===== src/rtl/pe_st_unit_if.sv =====
// Bundle of the store-unit streams: stream-length load, address and data inputs,
// and the global/local memory write ports.
interface pe_st_unit_if #(
    parameter int DATA_L            = 32,
    parameter int GLOBAL_MEM_ADDR_L = 16,
    parameter int LOCAL_MEM_ADDR_L  = 10,
    parameter int ST_STREAM_CNT_L   = 8
);
    logic [ST_STREAM_CNT_L-1:0]   st_stream_len;
    logic                         st_stream_len_vld;
    logic [GLOBAL_MEM_ADDR_L-1:0] mem_addr_in;
    logic                         mem_addr_in_req;
    logic                         mem_addr_in_ack;
    logic [DATA_L-1:0]            st_data_in;
    logic                         st_data_in_vld;
    logic                         st_data_in_rdy;
    logic [GLOBAL_MEM_ADDR_L-1:0] global_mem_addr;
    logic [DATA_L-1:0]            global_mem_wr_data;
    logic                         global_mem_wr_req;
    logic                         global_mem_wr_gnt;
    logic [LOCAL_MEM_ADDR_L-1:0]  local_mem_addr;
    logic [DATA_L-1:0]            local_mem_wr_data;
    logic                         local_mem_wr_req;
    logic                         local_mem_wr_gnt;
    logic                         st_busy;

    modport master (
        output st_stream_len, st_stream_len_vld, mem_addr_in, mem_addr_in_req,
               st_data_in, st_data_in_vld, global_mem_wr_gnt, local_mem_wr_gnt,
        input  mem_addr_in_ack, st_data_in_rdy, global_mem_addr, global_mem_wr_data,
               global_mem_wr_req, local_mem_addr, local_mem_wr_data, local_mem_wr_req,
               st_busy
    );

    modport slave (
        input  st_stream_len, st_stream_len_vld, mem_addr_in, mem_addr_in_req,
               st_data_in, st_data_in_vld, global_mem_wr_gnt, local_mem_wr_gnt,
        output mem_addr_in_ack, st_data_in_rdy, global_mem_addr, global_mem_wr_data,
               global_mem_wr_req, local_mem_addr, local_mem_wr_data, local_mem_wr_req,
               st_busy
    );
endinterface


===== src/rtl/pe_st_unit.sv =====
// Store unit: pairs a counted stream of store addresses with store data words and
// issues each pair, in order, as a write to local or global memory.
module pe_st_unit #(
    parameter int DATA_L                = 32,
    parameter int GLOBAL_MEM_ADDR_L     = 16,
    parameter int LOCAL_MEM_ADDR_L      = 10,
    parameter int LOCAL_MEM_INDICATOR_S = 14,
    parameter int LOCAL_MEM_INDICATOR_L = 2,
    parameter logic [LOCAL_MEM_INDICATOR_L-1:0] LOCAL_MEM_INDICATOR = 2'b11,
    parameter int ST_STREAM_CNT_L       = 8,
    parameter int ST_FIFO_DEPTH         = 4
) (
    input logic        clk,
    input logic        rst,
    pe_st_unit_if.slave st
);
    localparam int PTR_W = $clog2(ST_FIFO_DEPTH);
    localparam int OCC_W = PTR_W + 1;
    localparam logic [OCC_W-1:0] FULL_OCC = OCC_W'(ST_FIFO_DEPTH);

    typedef enum logic [1:0] {IDLE, ACTIVE, DRAIN} state_t;
    state_t state_reg, state_next;

    logic [ST_STREAM_CNT_L-1:0]   counter_reg, counter_next;
    logic [GLOBAL_MEM_ADDR_L-1:0] addr_mem [ST_FIFO_DEPTH];
    logic [DATA_L-1:0]            data_mem [ST_FIFO_DEPTH];
    logic [PTR_W-1:0]             addr_wr_ptr_reg, addr_rd_ptr_reg;
    logic [PTR_W-1:0]             data_wr_ptr_reg, data_rd_ptr_reg;
    logic [OCC_W-1:0]             addr_occ_reg, addr_occ_next;
    logic [OCC_W-1:0]             data_occ_reg, data_occ_next;
    logic [GLOBAL_MEM_ADDR_L-1:0] head_addr;
    logic [DATA_L-1:0]            head_data;
    logic addr_full, data_full, addr_ack, data_rdy, data_push, pop;
    logic load_accept, pair_vld, head_local;

    // Full flags come from registered occupancy only, so a same-cycle pop never frees a slot early.
    assign addr_full   = (addr_occ_reg == FULL_OCC);
    assign data_full   = (data_occ_reg == FULL_OCC);
    assign load_accept = st.st_stream_len_vld && (counter_reg == '0) && (st.st_stream_len != '0);
    assign addr_ack    = st.mem_addr_in_req && (counter_reg != '0) && !addr_full && !st.st_stream_len_vld;
    assign data_rdy    = rst && !data_full;
    assign data_push   = st.st_data_in_vld && data_rdy;

    assign head_addr  = addr_mem[addr_rd_ptr_reg];
    assign head_data  = data_mem[data_rd_ptr_reg];
    assign pair_vld   = (addr_occ_reg != '0) && (data_occ_reg != '0);
    assign head_local = (head_addr[LOCAL_MEM_INDICATOR_S +: LOCAL_MEM_INDICATOR_L] == LOCAL_MEM_INDICATOR);
    assign pop        = pair_vld && (head_local ? st.local_mem_wr_gnt : st.global_mem_wr_gnt);

    assign st.mem_addr_in_ack    = addr_ack;
    assign st.st_data_in_rdy     = data_rdy;
    assign st.global_mem_addr    = head_addr;
    assign st.global_mem_wr_data = head_data;
    assign st.local_mem_addr     = head_addr[LOCAL_MEM_ADDR_L-1:0];
    assign st.local_mem_wr_data  = head_data;

    always_comb begin
        counter_next = counter_reg;
        if (load_accept)
            counter_next = st.st_stream_len;
        else if (addr_ack)
            counter_next = counter_reg - ST_STREAM_CNT_L'(1);
    end

    always_comb begin
        addr_occ_next = addr_occ_reg;
        if (addr_ack && !pop)
            addr_occ_next = addr_occ_reg + OCC_W'(1);
        else if (!addr_ack && pop)
            addr_occ_next = addr_occ_reg - OCC_W'(1);
        data_occ_next = data_occ_reg;
        if (data_push && !pop)
            data_occ_next = data_occ_reg + OCC_W'(1);
        else if (!data_push && pop)
            data_occ_next = data_occ_reg - OCC_W'(1);
    end

    // Storage carries no reset; occupancy and pointers define what is valid.
    always_ff @(posedge clk) begin
        if (addr_ack)
            addr_mem[addr_wr_ptr_reg] <= st.mem_addr_in;
        if (data_push)
            data_mem[data_wr_ptr_reg] <= st.st_data_in;
    end

    always_ff @(posedge clk or negedge rst) begin
        if (!rst) begin
            counter_reg     <= '0;
            addr_occ_reg    <= '0;
            data_occ_reg    <= '0;
            addr_wr_ptr_reg <= '0;
            addr_rd_ptr_reg <= '0;
            data_wr_ptr_reg <= '0;
            data_rd_ptr_reg <= '0;
        end else begin
            counter_reg  <= counter_next;
            addr_occ_reg <= addr_occ_next;
            data_occ_reg <= data_occ_next;
            if (addr_ack)
                addr_wr_ptr_reg <= addr_wr_ptr_reg + PTR_W'(1);
            if (data_push)
                data_wr_ptr_reg <= data_wr_ptr_reg + PTR_W'(1);
            if (pop) begin
                addr_rd_ptr_reg <= addr_rd_ptr_reg + PTR_W'(1);
                data_rd_ptr_reg <= data_rd_ptr_reg + PTR_W'(1);
            end
        end
    end

    always_ff @(posedge clk or negedge rst) begin
        if (!rst)
            state_reg <= IDLE;
        else
            state_reg <= state_next;
    end

    always_comb begin
        state_next = state_reg;
        unique case (state_reg)
            IDLE: begin
                if (load_accept)
                    state_next = ACTIVE;
            end
            ACTIVE, DRAIN: begin
                if (counter_next != '0)
                    state_next = ACTIVE;
                else if ((addr_occ_next != '0) || (data_occ_next != '0))
                    state_next = DRAIN;
                else
                    state_next = IDLE;
            end
            default: state_next = IDLE;
        endcase
    end

    always_comb begin
        st.st_busy           = (state_reg != IDLE);
        st.global_mem_wr_req = pair_vld && !head_local;
        st.local_mem_wr_req  = pair_vld && head_local;
    end
endmodule


===== src/flat_wrapper.sv =====
// flat-port wrapper written by rule: the top's interface ports become plain ports
module pe_st_unit_flat 
#(
    parameter int DATA_L                = 32,
    parameter int GLOBAL_MEM_ADDR_L     = 16,
    parameter int LOCAL_MEM_ADDR_L      = 10,
    parameter int LOCAL_MEM_INDICATOR_S = 14,
    parameter int LOCAL_MEM_INDICATOR_L = 2,
    parameter logic [LOCAL_MEM_INDICATOR_L-1:0] LOCAL_MEM_INDICATOR = 2'b11,
    parameter int ST_STREAM_CNT_L       = 8,
    parameter int ST_FIFO_DEPTH         = 4
)
  (clk, rst, st_st_stream_len, st_st_stream_len_vld, st_mem_addr_in, st_mem_addr_in_req, st_st_data_in, st_st_data_in_vld, st_global_mem_wr_gnt, st_local_mem_wr_gnt, st_mem_addr_in_ack, st_st_data_in_rdy, st_global_mem_addr, st_global_mem_wr_data, st_global_mem_wr_req, st_local_mem_addr, st_local_mem_wr_data, st_local_mem_wr_req, st_st_busy);
  pe_st_unit_if #(.DATA_L(DATA_L), .GLOBAL_MEM_ADDR_L(GLOBAL_MEM_ADDR_L), .LOCAL_MEM_ADDR_L(LOCAL_MEM_ADDR_L), .ST_STREAM_CNT_L(ST_STREAM_CNT_L)) st_i ();
  input logic clk;
  input logic rst;
  input wire logic [$bits(st_i.st_stream_len)-1:0] st_st_stream_len;
  input wire logic [$bits(st_i.st_stream_len_vld)-1:0] st_st_stream_len_vld;
  input wire logic [$bits(st_i.mem_addr_in)-1:0] st_mem_addr_in;
  input wire logic [$bits(st_i.mem_addr_in_req)-1:0] st_mem_addr_in_req;
  input wire logic [$bits(st_i.st_data_in)-1:0] st_st_data_in;
  input wire logic [$bits(st_i.st_data_in_vld)-1:0] st_st_data_in_vld;
  input wire logic [$bits(st_i.global_mem_wr_gnt)-1:0] st_global_mem_wr_gnt;
  input wire logic [$bits(st_i.local_mem_wr_gnt)-1:0] st_local_mem_wr_gnt;
  output wire logic [$bits(st_i.mem_addr_in_ack)-1:0] st_mem_addr_in_ack;
  output wire logic [$bits(st_i.st_data_in_rdy)-1:0] st_st_data_in_rdy;
  output wire logic [$bits(st_i.global_mem_addr)-1:0] st_global_mem_addr;
  output wire logic [$bits(st_i.global_mem_wr_data)-1:0] st_global_mem_wr_data;
  output wire logic [$bits(st_i.global_mem_wr_req)-1:0] st_global_mem_wr_req;
  output wire logic [$bits(st_i.local_mem_addr)-1:0] st_local_mem_addr;
  output wire logic [$bits(st_i.local_mem_wr_data)-1:0] st_local_mem_wr_data;
  output wire logic [$bits(st_i.local_mem_wr_req)-1:0] st_local_mem_wr_req;
  output wire logic [$bits(st_i.st_busy)-1:0] st_st_busy;
  assign st_i.st_stream_len = st_st_stream_len;
  assign st_i.st_stream_len_vld = st_st_stream_len_vld;
  assign st_i.mem_addr_in = st_mem_addr_in;
  assign st_i.mem_addr_in_req = st_mem_addr_in_req;
  assign st_i.st_data_in = st_st_data_in;
  assign st_i.st_data_in_vld = st_st_data_in_vld;
  assign st_i.global_mem_wr_gnt = st_global_mem_wr_gnt;
  assign st_i.local_mem_wr_gnt = st_local_mem_wr_gnt;
  assign st_mem_addr_in_ack = st_i.mem_addr_in_ack;
  assign st_st_data_in_rdy = st_i.st_data_in_rdy;
  assign st_global_mem_addr = st_i.global_mem_addr;
  assign st_global_mem_wr_data = st_i.global_mem_wr_data;
  assign st_global_mem_wr_req = st_i.global_mem_wr_req;
  assign st_local_mem_addr = st_i.local_mem_addr;
  assign st_local_mem_wr_data = st_i.local_mem_wr_data;
  assign st_local_mem_wr_req = st_i.local_mem_wr_req;
  assign st_st_busy = st_i.st_busy;
  pe_st_unit #(.DATA_L(DATA_L), .GLOBAL_MEM_ADDR_L(GLOBAL_MEM_ADDR_L), .LOCAL_MEM_ADDR_L(LOCAL_MEM_ADDR_L), .LOCAL_MEM_INDICATOR_S(LOCAL_MEM_INDICATOR_S), .LOCAL_MEM_INDICATOR_L(LOCAL_MEM_INDICATOR_L), .LOCAL_MEM_INDICATOR(LOCAL_MEM_INDICATOR), .ST_STREAM_CNT_L(ST_STREAM_CNT_L), .ST_FIFO_DEPTH(ST_FIFO_DEPTH)) u_core (.clk(clk), .rst(rst), .st(st_i));
endmodule

===== config.mk =====
export PLATFORM = sky130hd
export DESIGN_NAME = pe_st_unit_flat
export DESIGN_NICKNAME = d
export VERILOG_FILES = /design/src/rtl/pe_st_unit_if.sv /design/src/rtl/pe_st_unit.sv /design/src/flat_wrapper.sv
export SDC_FILE = /design/constraint.sdc
export NUM_CORES = 1
export LEC_CHECK = 0
export CAP_MARGIN = 20
export CORE_UTILIZATION = 30
export CTS_CLUSTER_SIZE = 24
export DETAILED_ROUTE_END_ITERATION = 10
export PLACE_DENSITY = 0.61
export SLEW_MARGIN = 0
export SYNTH_ARGS = -nofsm -noshare
export SYNTH_HDL_FRONTEND = slang
export SYNTH_SLANG_ARGS = --single-unit

===== constraint.sdc =====
create_clock -name clk -period 2.4 [get_ports clk]
set_clock_uncertainty 0.05 [all_clocks]
set_input_delay 0.24 -clock clk [delete_from_list [all_inputs] [get_ports clk]]
set_output_delay 0.24 -clock clk [all_outputs]
set_load 0.1 [all_outputs]

# After elaboration in Yosys (flattened, before gate mapping)
# Memory sizes are Yosys's and may differ from the RTL's.
# Cells that the tools add are included.
[totals]
mem_bits_rw = 192
elab_cells = 74
output_inout_bits = 95
latchBits = 0
memories = 2
ff_bits = 24
romBits = 0
[op_classes]
n_bitwise = 0
multipliers = 0
n_lt_le_gt_ge = 0
reduce_logical = 34
n_eq_ne = 6
add_sub_neg = 9
n_mux = 15
n_div = 0
n_shift = 0
[mem_list]
columns = ["memory", "depth", "width", "read_ports", "rd_ports_with_merged_regs", "write_ports", "line_no", "text"]
rows = [
  ["u_core.data_mem", 4, 32, 1, 0, 1, "pe_st_unit.sv:26", "logic [DATA_L-1:0] data_mem [ST_FIFO_DEPTH];"],
  ["u_core.addr_mem", 4, 16, 1, 0, 1, "pe_st_unit.sv:25", "logic [GLOBAL_MEM_ADDR_L-1:0] addr_mem [ST_FIFO_DEPTH];"],
]
[ops]
columns = ["operator", "count"]
rows = [
  ["8-bit nonzero test", 3],
  ["8-bit two-way mux", 2],
  ["1-bit logical AND", 15],
  ["3-bit two-way mux", 4],
  ["3-bit nonzero test", 4],
  ["2-bit by 1-bit adder with 2-bit output, second input constant", 4],
  ["8-bit logical NOT", 1],
  ["8-bit by 1-bit subtractor with 8-bit output, second input constant", 1],
  ["1-bit logical NOT", 7],
  ["3-bit by 1-bit adder with 3-bit output, second input constant", 2],
  ["3-bit equality test, second input constant", 2],
  ["2-bit two-way mux", 3],
  ["3-bit by 1-bit subtractor with 3-bit output, second input constant", 2],
  ["1-bit two-way mux", 5],
  ["2-bit equality test, second input constant", 2],
  ["2-bit case mux with 2 select lines", 1],
  ["2-bit by 1-bit equality test with 1-bit output, second input constant", 1],
  ["2-bit logical NOT", 1],
  ["2-bit by 1-bit inequality test with 1-bit output, second input constant", 1],
  ["2-bit nonzero test", 1],
  ["2-bit OR reduction", 1],
  ["1-bit logical OR", 1],
]

# Longest topological paths before layout
[depth]
depth_word = 13
mapped_depth = 10

# Least setup slack after synthesis
# Ideal clock, no wire load.
[synth_timing]
path_kind = "register to register"
from = "reg u_core.data_occ_reg[0]"
to = "mem u_core.data_mem[1][0] (enable)"
setup_time_ps = 392
arrival_ps = 3237
path_stages_with_launch = 5
synth_period_minus_slack_ps = 3679
n_path_buf = 0
path_slack_ps = -1279
path_cell_list = "dfrtp_1 > inv_1 > ha_1 > a21boi_1 > and3_1"
[synth_between]
elab_chain_len = 6
[synth_rtl]
columns = ["item", "line_no", "text"]
rows = [
  ["from (decl)", "pe_st_unit.sv:30", "logic [OCC_W-1:0] data_occ_reg, data_occ_next;"],
  ["from (signal assigned)", "pe_st_unit.sv:98", "data_occ_reg <= data_occ_next;"],
  ["3-bit equality test", "pe_st_unit.sv:38", "assign data_full = (data_occ_reg == FULL_OCC);"],
  ["1-bit logical NOT", "pe_st_unit.sv:41", "assign data_rdy = rst && !data_full;"],
  ["1-bit logical AND", "pe_st_unit.sv:41", ""],
  ["via st_st_data_in_rdy", "flat_wrapper.sv:26", "output wire logic [$bits(st_i.st_data_in_rdy)-1:0] st_st_data_in_rdy;"],
  ["1-bit logical AND", "pe_st_unit.sv:42", "assign data_push = st.st_data_in_vld && data_rdy;"],
  ["1-bit two-way mux", "pe_st_unit.sv:82", "if (data_push)"],
  ["1-bit two-way mux (not written as such)", "pe_st_unit.sv:83", "data_mem[data_wr_ptr_reg] <= st.st_data_in;"],
  ["to (decl)", "pe_st_unit.sv:26", ""],
]
# The timed path passes the listed nets, and every way through them passes these cells.

# Worst setup path after layout
[layout_timing]
from = "reg u_core.counter_reg[3]"
to = "out st_mem_addr_in_ack"
[layout_between]
elab_chain_len = 4
[layout_rtl]
columns = ["item", "line_no", "text"]
rows = [
  ["from (decl)", "pe_st_unit.sv:24", "logic [ST_STREAM_CNT_L-1:0] counter_reg, counter_next;"],
  ["from (signal assigned)", "pe_st_unit.sv:96", "counter_reg <= counter_next;"],
  ["8-bit nonzero test", "pe_st_unit.sv:40", "assign addr_ack = st.mem_addr_in_req && (counter_reg != '0) && !addr_full && !st.st_stream_len_vld;"],
  ["1-bit logical AND (3 in series)", "pe_st_unit.sv:40", ""],
  ["to (decl)", "flat_wrapper.sv:25", "output wire logic [$bits(st_i.mem_addr_in_ack)-1:0] st_mem_addr_in_ack;"],
]
# Every way passes these cells.

==> implementation parameters <==
Parameter                              Value

CTS
  Clock transition at the register clock pins on the worst setup and hold paths after CTS    ~60 ps
  H-tree levels    1
  TritonCTS clock tree    built
  Largest buffer count on any clock path    3
  Number of buffers added by the clock tree synthesis step    24
  Root buf cell    sky130_fd_sc_hd__clkbuf_16
  Clock net sink count    approximately 220
  Clock insertion delay at the later pin of the skew report    about 500 ps

Run status
  Failing checks    setup timing
  Result of the run    finished, violations left

Cells and area
  Final non-filler cell area    about 0.013 sq mm
  Number of flip-flops in the largest register    approximately 130
  Final core area utilization    43.9%
  Diodes inserted    0
  Count of filler cells inserted in the layout    2590
  Non-filler instance count after layout    between 1000 and 1500
  Area added between synthesis and finish    44.3%
  Proportion of layout cells with a drive suffix above 1    between 30% and 40%
  Number of nets in the layout    around 740
  Sequential cell area in the final layout    about 0.0064 sq mm
  Area occupied by multi-input gates    about 0.0022 sq mm

Synthesis
  Synth warnings    0
  Average footprint of a synthesized cell    18.7 sq um
  Cell Area, Synth    0.00902 sq mm
  Cell with the most instances after synthesis    sky130_fd_sc_hd__edfxtp_1
  Fraction of post-synthesis cell area in the top cell type by area    63.9%
  Cell type contributing the most total cell area after synthesis    sky130_fd_sc_hd__edfxtp_1
  Synthesized flop and latch total    about 220
  Post-Synthesis Net Count    about 560
  Primary flip-flop cell chosen by synthesis mapping    sky130_fd_sc_hd__edfxtp_1
  Number of synthesized flops with an enable pin    about 190
  Asr flop ratio synth    approximately 11%
  Top cells by area in the synthesized netlist    sky130_fd_sc_hd__edfxtp_1 64%, sky130_fd_sc_hd__mux4_2 12%, sky130_fd_sc_hd__dfrtp_1 6.7%
  Sequential fraction of the synthesis area    a little over two thirds
  Cell variety after synth    61
  Top cells by count, synth    192 x sky130_fd_sc_hd__edfxtp_1, 48 x sky130_fd_sc_hd__mux4_2, 42 x sky130_fd_sc_hd__buf_4
  Number of instances in the synthesized netlist    between 400 and 500

Floorplanning
  Number of primary I/O pins    roughly 160
  Vert. Die Dim    roughly 180 um
  Overall die width    175 um
  Num rows    63
  Core Footprint    around 0.030 sq mm
  Area of the die    slightly above 0.03 sq mm
  Starting density of the core    roughly 30%

Detailed routing
  Detailed Routing Iterations Pass 1    4
  Violation count after the first detailed-routing iteration    316
  Antenna viol nets, final    0
  Vias per inst    ~4.6
  Drt wl/cell    between 15 and 20 um
  Routed WL    roughly 19000 um
  Number of vias in the routed layout    around 4900
  DRC violations left    0

GRT
  Wire length of the first global-routing pass    ~30000 um
  Number of antenna violations at the first check in global routing    0
  Total global-route track usage    around 12%
  Remaining Overflow, GRT    0
  Largest net degree at the start of global routing    33
  Vias in the first global route    around 5400

STA
  PnR worst setup slack    -350 ps
  Ratio of final minimum period to clock period    115%
  Number of pins with negative max-slew slack in the final report    0
  RSZ-0062 raised after global routing    yes
  Transition time at the pin with the least slew margin    511 ps
  Max frequency    approximately 0.36 GHz
  Relative max-transition margin    65.7%
  Shortest clock period the worst path allows after layout    2750 ps
  Final setup viols    67
  Fin. Hold Viols    0

Hold path
  Class of the tightest hold or removal check    in2async

Critical path
  Worst Path Arrival    about 2500 ps
  CP endpoint kind    primary output
  Critical setup path kind    reg2out
  Worst Path Max Fanout    3
  Crit path required time    between 2000 and 2500 ps
  Startpoint Class    flop
  Cell depth of the worst flop-to-flop path    10

Place
  Cell area after placement    approximately 0.012 sq mm
  Gpl congestion    between 0.8 and 0.9
  Post-placement cell count    approximately 1000
  Count of buffers inserted at the top-level ports    157
  Half-perimeter wire length after detailed placement    13100 um

Job
  Number of max-cap violations    0
path summary, 6_finish.rpt:
| check | start | to | slack (ps) |
|---|---|---|---|
| setup / recovery | u_core.counter_reg[3]$_DFF_PN0_ | st_mem_addr_in_ack | -350 |
| hold / removal | rst | u_core.counter_reg[6]$_DFF_PN0_ | 160 |
| setup reg to reg | u_core.counter_reg[3]$_DFF_PN0_ | u_core.state_reg[1]$_DFFE_PN0P_ | -280 |
| hold reg to reg | u_core.data_rd_ptr_reg[1]$_DFFE_PN0P_ | u_core.data_rd_ptr_reg[1]$_DFFE_PN0P_ | 480 |
| max in group asynchronous | rst | u_core.data_rd_ptr_reg[0]$_DFFE_PN0P_ | 1860 |
| min in group clk | st_st_stream_len[4] | u_core.counter_reg[4]$_DFF_PN0_ | 300 |
worst max-delay path, cell delays in order, from the launching register on:
cell and delay [ps]:
sky130_fd_sc_hd__dfrtp_1 380, sky130_fd_sc_hd__or4_4 540, sky130_fd_sc_hd__or4b_4 510, sky130_fd_sc_hd__buf_6 150
sky130_fd_sc_hd__nand2_8 60, sky130_fd_sc_hd__inv_6 30, sky130_fd_sc_hd__buf_6 110, sky130_fd_sc_hd__buf_12 160
layout make-up:
type / count / share of cell area [%]
clock inverters: 13 / 0.990
repair buffers: 211 / 23.8
well taps: 390 / 3.75
clock buffers: 30 / 4.79
inverters: 17 / 0.529
multi-input cells: 188 / 17.2
flip-flops and latches: 216 / 48.9
routing by layer:
layer	up-vias	track usage, %	routed length (um)
met2	175	21.6	9390
li1	2218	-	-
met3	24	2.99	1140
met5	-	0	0
met1	2487	15.7	8010
met4	0	3.04	405
cell families after synthesis:
family	share of synthesized area, %
flip-flops	70.6
buffers and inverters	5.27
AND/OR/NAND/NOR	4.62
multiplexers	13.3
AO/OA/AOI/OAI	2.22
adder cells (fa/ha/maj)	2.84
XOR/XNOR	1.17
metrics by stage:
| step | setup WS [ps] | hold slack, ps | TNS, ps |
|---|---|---|---|
| final | -350 | 165 | -11830 |
| after global routing | -407 | 216 | -15120 |
| after CTS | -383 | 165 | -13470 |
| after detailed placement | -243 | 481 | -7600 |
| after global placement | -126 | 476 | -2640 |
| after floorplan | -379 | -106 | -37480 |
cell usage in the layout, fill, tap and decap left out, drive strengths merged, types with 3 or more instances in the layout:
master         count
nand2             17
mux2i              6
o21ai              8
nor2               7
clkinv             9
nor4               3
and3               8
a31oi              4
inv               18
a21oi              4
or3                4
dfrtp             24
maj3               4
clkbuf            30
xnor2             11
edfxtp           192
clkdlybuf4s50     62
nand3              5
nor3               7
buf              148
ha                17
and2               3
mux4              48
repair_timing:
action / CTS / global route
gates resized for setup: 12 / 7
setup buffers: 10 / 3
setup endpoints to repair: 150 / 72
cloned: 2 / 0
hold buffers: 0 / 0
pin swaps: 4 / 4
Power is not shown: default switching activity piles up to over one toggle a cycle in this logic, so the estimate is an artifact.
